[src/rtl/mc_cu.sv]
// -----------------------------------------------------------------------------
// mc_cu -- multi-cycle control unit for the EI332 MIPS CPU with IO.
//
// Steps a shared-memory multi-cycle datapath through IF, ID, EXE, MEM and WB.
// The memory port serves instructions, data and IO. Wait states are added in
// IF and MEM until mem_ready is seen, so slow devices can stall the CPU.
//
// Ports
//   clock      in   system clock, all state changes on the rising edge
//   reset      in   synchronous, active-high
//   op, func   in   IR[31:26] / IR[5:0]
//   z          in   ALU zero flag for this cycle's ALU result
//   mem_ready  in   memory/IO finishes the current access this cycle
//   mem_req    out  memory access active
//   iord       out  address select: 0 PC, 1 ALU-out
//   wmem       out  memory write strobe
//   wir, wpc   out  load IR / load PC
//   wreg       out  register-file write
//   regrt, m2reg, shift, sext, jal  out  same meaning as the single-cycle CU
//   alusrca    out  0 PC, 1 register A (sa when shift=1)
//   alusrcb    out  00 reg B, 01 const 4, 10 ext imm, 11 sext imm<<2
//   aluc       out  ALU operation code
//   pcsource   out  00 ALU result, 01 ALU-out, 10 reg A, 11 jump address
//   state      out  current state code, for debug/IO display
//   retire     out  one-cycle pulse when an instruction completes
// -----------------------------------------------------------------------------
module mc_cu (
  input  logic       clock,
  input  logic       reset,
  input  logic [5:0] op,
  input  logic [5:0] func,
  input  logic       z,
  input  logic       mem_ready,
  output logic       mem_req,
  output logic       iord,
  output logic       wmem,
  output logic       wir,
  output logic       wpc,
  output logic       wreg,
  output logic       regrt,
  output logic       m2reg,
  output logic       shift,
  output logic       sext,
  output logic       jal,
  output logic       alusrca,
  output logic [1:0] alusrcb,
  output logic [3:0] aluc,
  output logic [1:0] pcsource,
  output logic [2:0] state,
  output logic       retire
);

  typedef enum logic [2:0] {
    S_IF  = 3'd0,
    S_ID  = 3'd1,
    S_EXE = 3'd2,
    S_MEM = 3'd3,
    S_WB  = 3'd4
  } state_t;

  localparam logic [3:0] ALU_ADD  = 4'b0000;
  localparam logic [3:0] ALU_SUB  = 4'b0100;
  localparam logic [3:0] ALU_AND  = 4'b0001;
  localparam logic [3:0] ALU_OR   = 4'b0101;
  localparam logic [3:0] ALU_XOR  = 4'b0010;
  localparam logic [3:0] ALU_LUI  = 4'b0110;
  localparam logic [3:0] ALU_SLL  = 4'b0011;
  localparam logic [3:0] ALU_SRL  = 4'b0111;
  localparam logic [3:0] ALU_SRA  = 4'b1111;
  localparam logic [3:0] ALU_CONT = 4'b1011;

  state_t state_q, state_d;

  // ---------------------------------------------------------------------------
  // Instruction decode
  // ---------------------------------------------------------------------------
  logic r_type;
  logic i_add, i_sub, i_and, i_or, i_xor, i_sll, i_srl, i_sra, i_jr, i_cont;
  logic i_addi, i_andi, i_ori, i_xori, i_lw, i_sw, i_beq, i_bne, i_lui;
  logic i_j, i_jal;
  logic legal, shift_op, imm_op, regrt_op, sext_op;
  logic [3:0] alu_code;

  assign r_type = (op == 6'h00);
  assign i_add  = r_type && (func == 6'h20);
  assign i_sub  = r_type && (func == 6'h22);
  assign i_and  = r_type && (func == 6'h24);
  assign i_or   = r_type && (func == 6'h25);
  assign i_xor  = r_type && (func == 6'h26);
  assign i_sll  = r_type && (func == 6'h00);
  assign i_srl  = r_type && (func == 6'h02);
  assign i_sra  = r_type && (func == 6'h03);
  assign i_jr   = r_type && (func == 6'h08);
  assign i_cont = r_type && (func == 6'h09);
  assign i_addi = (op == 6'h08);
  assign i_andi = (op == 6'h0c);
  assign i_ori  = (op == 6'h0d);
  assign i_xori = (op == 6'h0e);
  assign i_lui  = (op == 6'h0f);
  assign i_lw   = (op == 6'h23);
  assign i_sw   = (op == 6'h2b);
  assign i_beq  = (op == 6'h04);
  assign i_bne  = (op == 6'h05);
  assign i_j    = (op == 6'h02);
  assign i_jal  = (op == 6'h03);

  // Anything outside this set retires as a NOP from ID without any write.
  assign legal = i_add | i_sub | i_and | i_or | i_xor | i_sll | i_srl | i_sra |
                 i_jr | i_cont | i_addi | i_andi | i_ori | i_xori | i_lui |
                 i_lw | i_sw | i_beq | i_bne | i_j | i_jal;

  assign shift_op = i_sll | i_srl | i_sra;
  assign imm_op   = i_addi | i_andi | i_ori | i_xori | i_lui | i_lw | i_sw;
  assign regrt_op = i_addi | i_andi | i_ori | i_xori | i_lui | i_lw;
  assign sext_op  = i_addi | i_lw | i_sw | i_beq | i_bne;

  // Branches compare with xor so that z=1 means the operands are equal.
  always_comb begin
    alu_code = ALU_ADD;
    if (i_sub)                         alu_code = ALU_SUB;
    else if (i_and | i_andi)           alu_code = ALU_AND;
    else if (i_or | i_ori)             alu_code = ALU_OR;
    else if (i_xor | i_xori | i_beq | i_bne) alu_code = ALU_XOR;
    else if (i_lui)                    alu_code = ALU_LUI;
    else if (i_sll)                    alu_code = ALU_SLL;
    else if (i_srl)                    alu_code = ALU_SRL;
    else if (i_sra)                    alu_code = ALU_SRA;
    else if (i_cont)                   alu_code = ALU_CONT;
  end

  // ---------------------------------------------------------------------------
  // State register
  // ---------------------------------------------------------------------------
  // NOTE: sequential state uses non-blocking assignments so every flop
  // samples its input from before the edge, independent of block order.
  always_ff @(posedge clock) begin
    if (reset) state_q <= S_IF;
    else       state_q <= state_d;
  end

  assign state = state_q;

  // ---------------------------------------------------------------------------
  // Next state and outputs
  // ---------------------------------------------------------------------------
  // NOTE: every output and state_d gets a default first, so no path through
  // the case statement can leave a value unassigned and infer a latch.
  always_comb begin
    state_d  = state_q;
    mem_req  = 1'b0;
    iord     = 1'b0;
    wmem     = 1'b0;
    wir      = 1'b0;
    wpc      = 1'b0;
    wreg     = 1'b0;
    regrt    = 1'b0;
    m2reg    = 1'b0;
    shift    = 1'b0;
    sext     = 1'b0;
    jal      = 1'b0;
    alusrca  = 1'b0;
    alusrcb  = 2'b00;
    aluc     = ALU_ADD;
    pcsource = 2'b00;
    retire   = 1'b0;

    case (state_q)
      S_IF: begin
        // PC+4 is computed every IF cycle; it is only written on mem_ready.
        mem_req = 1'b1;
        alusrcb = 2'b01;
        if (mem_ready) begin
          wir     = 1'b1;
          wpc     = 1'b1;
          state_d = S_ID;
        end
      end

      S_ID: begin
        // The branch target goes into ALU-out now for use in EXE.
        alusrcb = 2'b11;
        if (!legal) begin
          retire  = 1'b1;
          state_d = S_IF;
        end else if (i_j | i_jal) begin
          wpc      = 1'b1;
          pcsource = 2'b11;
          wreg     = i_jal;
          jal      = i_jal;
          retire   = 1'b1;
          state_d  = S_IF;
        end else if (i_jr) begin
          wpc      = 1'b1;
          pcsource = 2'b10;
          retire   = 1'b1;
          state_d  = S_IF;
        end else begin
          state_d = S_EXE;
        end
      end

      S_EXE: begin
        alusrca = 1'b1;
        shift   = shift_op;
        alusrcb = imm_op ? 2'b10 : 2'b00;
        sext    = sext_op;
        aluc    = alu_code;
        if (i_beq | i_bne) begin
          wpc      = (i_beq & z) | (i_bne & ~z);
          pcsource = 2'b01;
          retire   = 1'b1;
          state_d  = S_IF;
        end else if (i_lw | i_sw) begin
          state_d = S_MEM;
        end else begin
          state_d = S_WB;
        end
      end

      S_MEM: begin
        mem_req = 1'b1;
        iord    = 1'b1;
        wmem    = i_sw;
        if (mem_ready) begin
          if (i_sw) begin
            retire  = 1'b1;
            state_d = S_IF;
          end else begin
            state_d = S_WB;
          end
        end
      end

      S_WB: begin
        // ALU controls repeat the EXE values so ALU-out/MDR stay valid.
        alusrca = 1'b1;
        shift   = shift_op;
        alusrcb = imm_op ? 2'b10 : 2'b00;
        sext    = sext_op;
        aluc    = alu_code;
        regrt   = regrt_op;
        m2reg   = i_lw;
        wreg    = 1'b1;
        retire  = 1'b1;
        state_d = S_IF;
      end

      default: begin
        // Unused codes 5-7: all strobes stay 0 and recover to IF.
        state_d = S_IF;
      end
    endcase

    // Reset aborts whatever is in flight: no write may leave this cycle.
    if (reset) begin
      mem_req = 1'b0;
      wmem    = 1'b0;
      wir     = 1'b0;
      wpc     = 1'b0;
      wreg    = 1'b0;
      retire  = 1'b0;
    end
  end

endmodule

[config.mk]
export PLATFORM = sky130hd
export DESIGN_NAME = mc_cu
export DESIGN_NICKNAME = d
export VERILOG_FILES = /design/src/rtl/mc_cu.sv
export SDC_FILE = /design/constraint.sdc
export NUM_CORES = 1
export LEC_CHECK = 0
export CAP_MARGIN = 20
export CELL_PAD_IN_SITES_DETAIL_PLACEMENT = 1
export CELL_PAD_IN_SITES_GLOBAL_PLACEMENT = 1
export CORE_MARGIN = 1
export CORE_UTILIZATION = 28
export CTS_CLUSTER_DIAMETER = 200
export DETAILED_ROUTE_END_ITERATION = 8
export GPL_ROUTABILITY_DRIVEN = 0
export HOLD_SLACK_MARGIN = 0.08
export PLACE_DENSITY = 0.82
export SLEW_MARGIN = 20
export SYNTH_ARGS = -nofsm -noshare
export SYNTH_HDL_FRONTEND = slang
export SYNTH_SLANG_ARGS = --single-unit
[constraint.sdc]
create_clock -name clock -period 2.4 [get_ports clock]
set_clock_uncertainty 0.15 [all_clocks]
set_input_delay 0.48 -clock clock [delete_from_list [all_inputs] [get_ports clock]]
set_output_delay 0.48 -clock clock [all_outputs]
set_load 0.01 [all_outputs]
==> results.tsv <==
metric	value	unit
status	complete, but fails checks	
failing checks	setup timing	
gr usage total	28.8	%
vias in the first global route	1583	
number of synthesized flops with an enable pin	0	
Post-synth ARST share	0	%
largest net degree at the start of global routing	10	
register area share after synthesis	6.79	%
grt total ovfl	0	
most common cell after layout, fill and taps aside	buf_4	
final setup violation count	8	
Max Buffers Root-to-Sink	2	
std cell rows	20	
part of the power in registers	14.4	%
initial detailed-routing violation count	32	
RSZ-0062 raised after global routing	yes	
number of max-slew violations in the final report	0	
DP HPWL	3.24	mm
worst hold start	state[1]	
commonest non-fill, non-tap cells in the layout	buf_4 (52), nand2_1 (11), buf_2 (11), dlygate4sd2_1 (10), buf_6 (10)	
Max VDD drop	0.000104	V
flop and latch count out of synthesis	3	
nets	236	
via-per-instance ratio	5.61	
CP arrival	1.97	ns
Core Region	0.00303	mm²
CTS sink cnt	3	
first-pass GRT wire length	7.42	mm
Int Pwr	231	µW
drt pass-1 iters	4	
I/O pin count	40	
layout cells sized above 1	52.5	%
P per Cell Area	213	mW/mm²
Worst-Margin Slew	0.324	ns
total leakage power	0.820	nW
Setup crit end kind	output port	
reg2reg setup slack	1.09	ns
worst path required time	1.77	ns
Synth Instances	131	
Mean Syn Cell Area	6.75	µm²
power share of the combinational group	61.6	%
switching share of power	39.5	%
Final TNS setup	-0.608	ns
Final Hold Viols	0	
Hold EP	state[2]	
routed vias	1475	
clock share of power	24.0	%
hold path cells	3	
CTS tree	built	
min cycle time layout	2.60	ns
die area	0.00339	mm²
Largest register FFs	3	
Mapped Area	885	µm²
DIE WIDTH	58.2	µm
Final Cycle Share	108	%
Die Ht	58.2	µm
overall power	382	µW
clock latency on the worst-skew pair	0.24	ns
WL/cell	19.9	µm
Max Freq	0.384	GHz
Initial Utilization	29.2	%
Layout Utilization	59.2	%
reg2reg start	state[2]	
P_sw	151	µW
post-synth cell types	48	
ANT cells	0	
Slew headroom	78.2	%
Max-Cap Viols	0	
total length of routed wires	5.23	mm
Synth Warn #	0	
cts bufs inserted	3	
H-tree depth	1	
Setup CP Type	in -> out	
# DRC	0	
worst-path fanout max	2	
CTS root buf	clkbuf_4	
clock slew at reported path FFs	0.04	ns
Final ANT Viol Nets	0	
worst reg2reg path depth	6	
initial antenna violation count	0	
Synthesized Nets	147	
Final Worst Setup Slack	-0.203	ns
P&R area growth vs syn	103	%
Top FF cell, synth	dfxtp_1	
port bufs	39	
crit path launch type	primary input	
Hold Crit Class	reg -> reg	
RR Endpoint	state[1]	
-- logic make-up after synthesis --
family / Yosys count / share of synthesized area [%]
simple gates: 72 / 48.9
compound gates: 33 / 28.6
buf+inv: 18 / 10.7
xor+xnor: 5 / 4.95
flops: 3 / 6.79
-- worst max-delay path by stage --
stage,from,end,slack [ns],cells after the start
floorplan,op[4],wreg,0.16,5
global placement,op[2],retire,-0.84,7
detailed placement,op[1],retire,-0.95,9
CTS,op[1],retire,-0.13,8
global route,op[5],retire,-0.24,8
finish,op[5],wpc,-0.20,8
-- through the flow --
stage / cell area, µm² / hold WS [ns] / cells / setup WS, ns
6_report: 1790 / 0.503 / 263 / -0.203
5_1_grt: 1790 / 0.514 / 263 / -0.236
4_1_cts: 1720 / 0.500 / 262 / -0.126
3_5_place_dp: 1560 / 0.523 / 242 / -0.950
3_3_place_gp: 1560 / 0.502 / 242 / -0.843
2_1_floorplan: 885 / 0.428 / 131 / 0.157
-- worst max-delay path: stages --
cell and delay, ns:
buf_8 0.10, nor4_4 0.36, nand2_1 0.14, o31a_1 0.30
buf_6 0.14, o21ai_2 0.14, and3_1 0.18, buf_2 0.13
-- area by class of cell --
cell class                      instances  area (µm²)
Multi-Input combinational cell        110         848
Tap cell                               44        55.1
Clock buffer                            4        26.3
Timing Repair Buffer                   96         776
Inverter                                6        22.5
Sequential cell                         3        63.8
Fill cell                             379        1240
-- Yosys cell counts, types with 2 or more instances --
cell / n / area [µm²]
nand2b_1: 3 / 18.8
a21o_1: 2 / 15.0
and3_1: 5 / 31.3
nand3b_1: 2 / 15.0
inv_1: 6 / 22.5
nor3_1: 3 / 15.0
nand2_1: 13 / 48.8
a221oi_2: 2 / 30.0
xor2_1: 2 / 17.5
buf_4: 3 / 22.5
nor3b_1: 4 / 30.0
dfxtp_1: 3 / 60.1
xnor2_1: 3 / 26.3
nand3_1: 11 / 55.1
o21ai_0: 7 / 35.0
a21oi_1: 4 / 20.0
nand4_1: 2 / 12.5
nor2_1: 13 / 48.8
a211oi_1: 2 / 15.0
nor2b_1: 4 / 25.0
buf_2: 7 / 35.0
a31oi_1: 3 / 18.8
nor4_1: 2 / 12.5
-- metal layers --
layer | GRT usage [%] | part of all wire, %
met1 | 29.9 | 38
met2 | 55.2 | 52
met3 | 4.46 | 4.9
met4 | 14.6 | 5.3
met5 | 0 | 0
-- power groups by stage --
stage	logic, mW	registers, mW	clock network [mW]
floorplan	0.0872	0.0540	0
global placement	0.186	0.0548	0
detailed placement	0.195	0.0548	0
CTS	0.213	0.0542	0.0952
global route	0.247	0.0549	0.0972
finish	0.235	0.0548	0.0918
-- repair_timing --
| action | CTS | global route |
|---|---|---|
| setup buffers | 16 | 2 |
| endpoints found under the setup margin | 18 | 14 |
| hold buffers | 0 | 0 |
| cloned | 0 | 0 |
| resized for setup | 117 | 29 |
| pin swaps | 24 | 19 |
No activity file was read; power rests on OpenSTA's default activity.
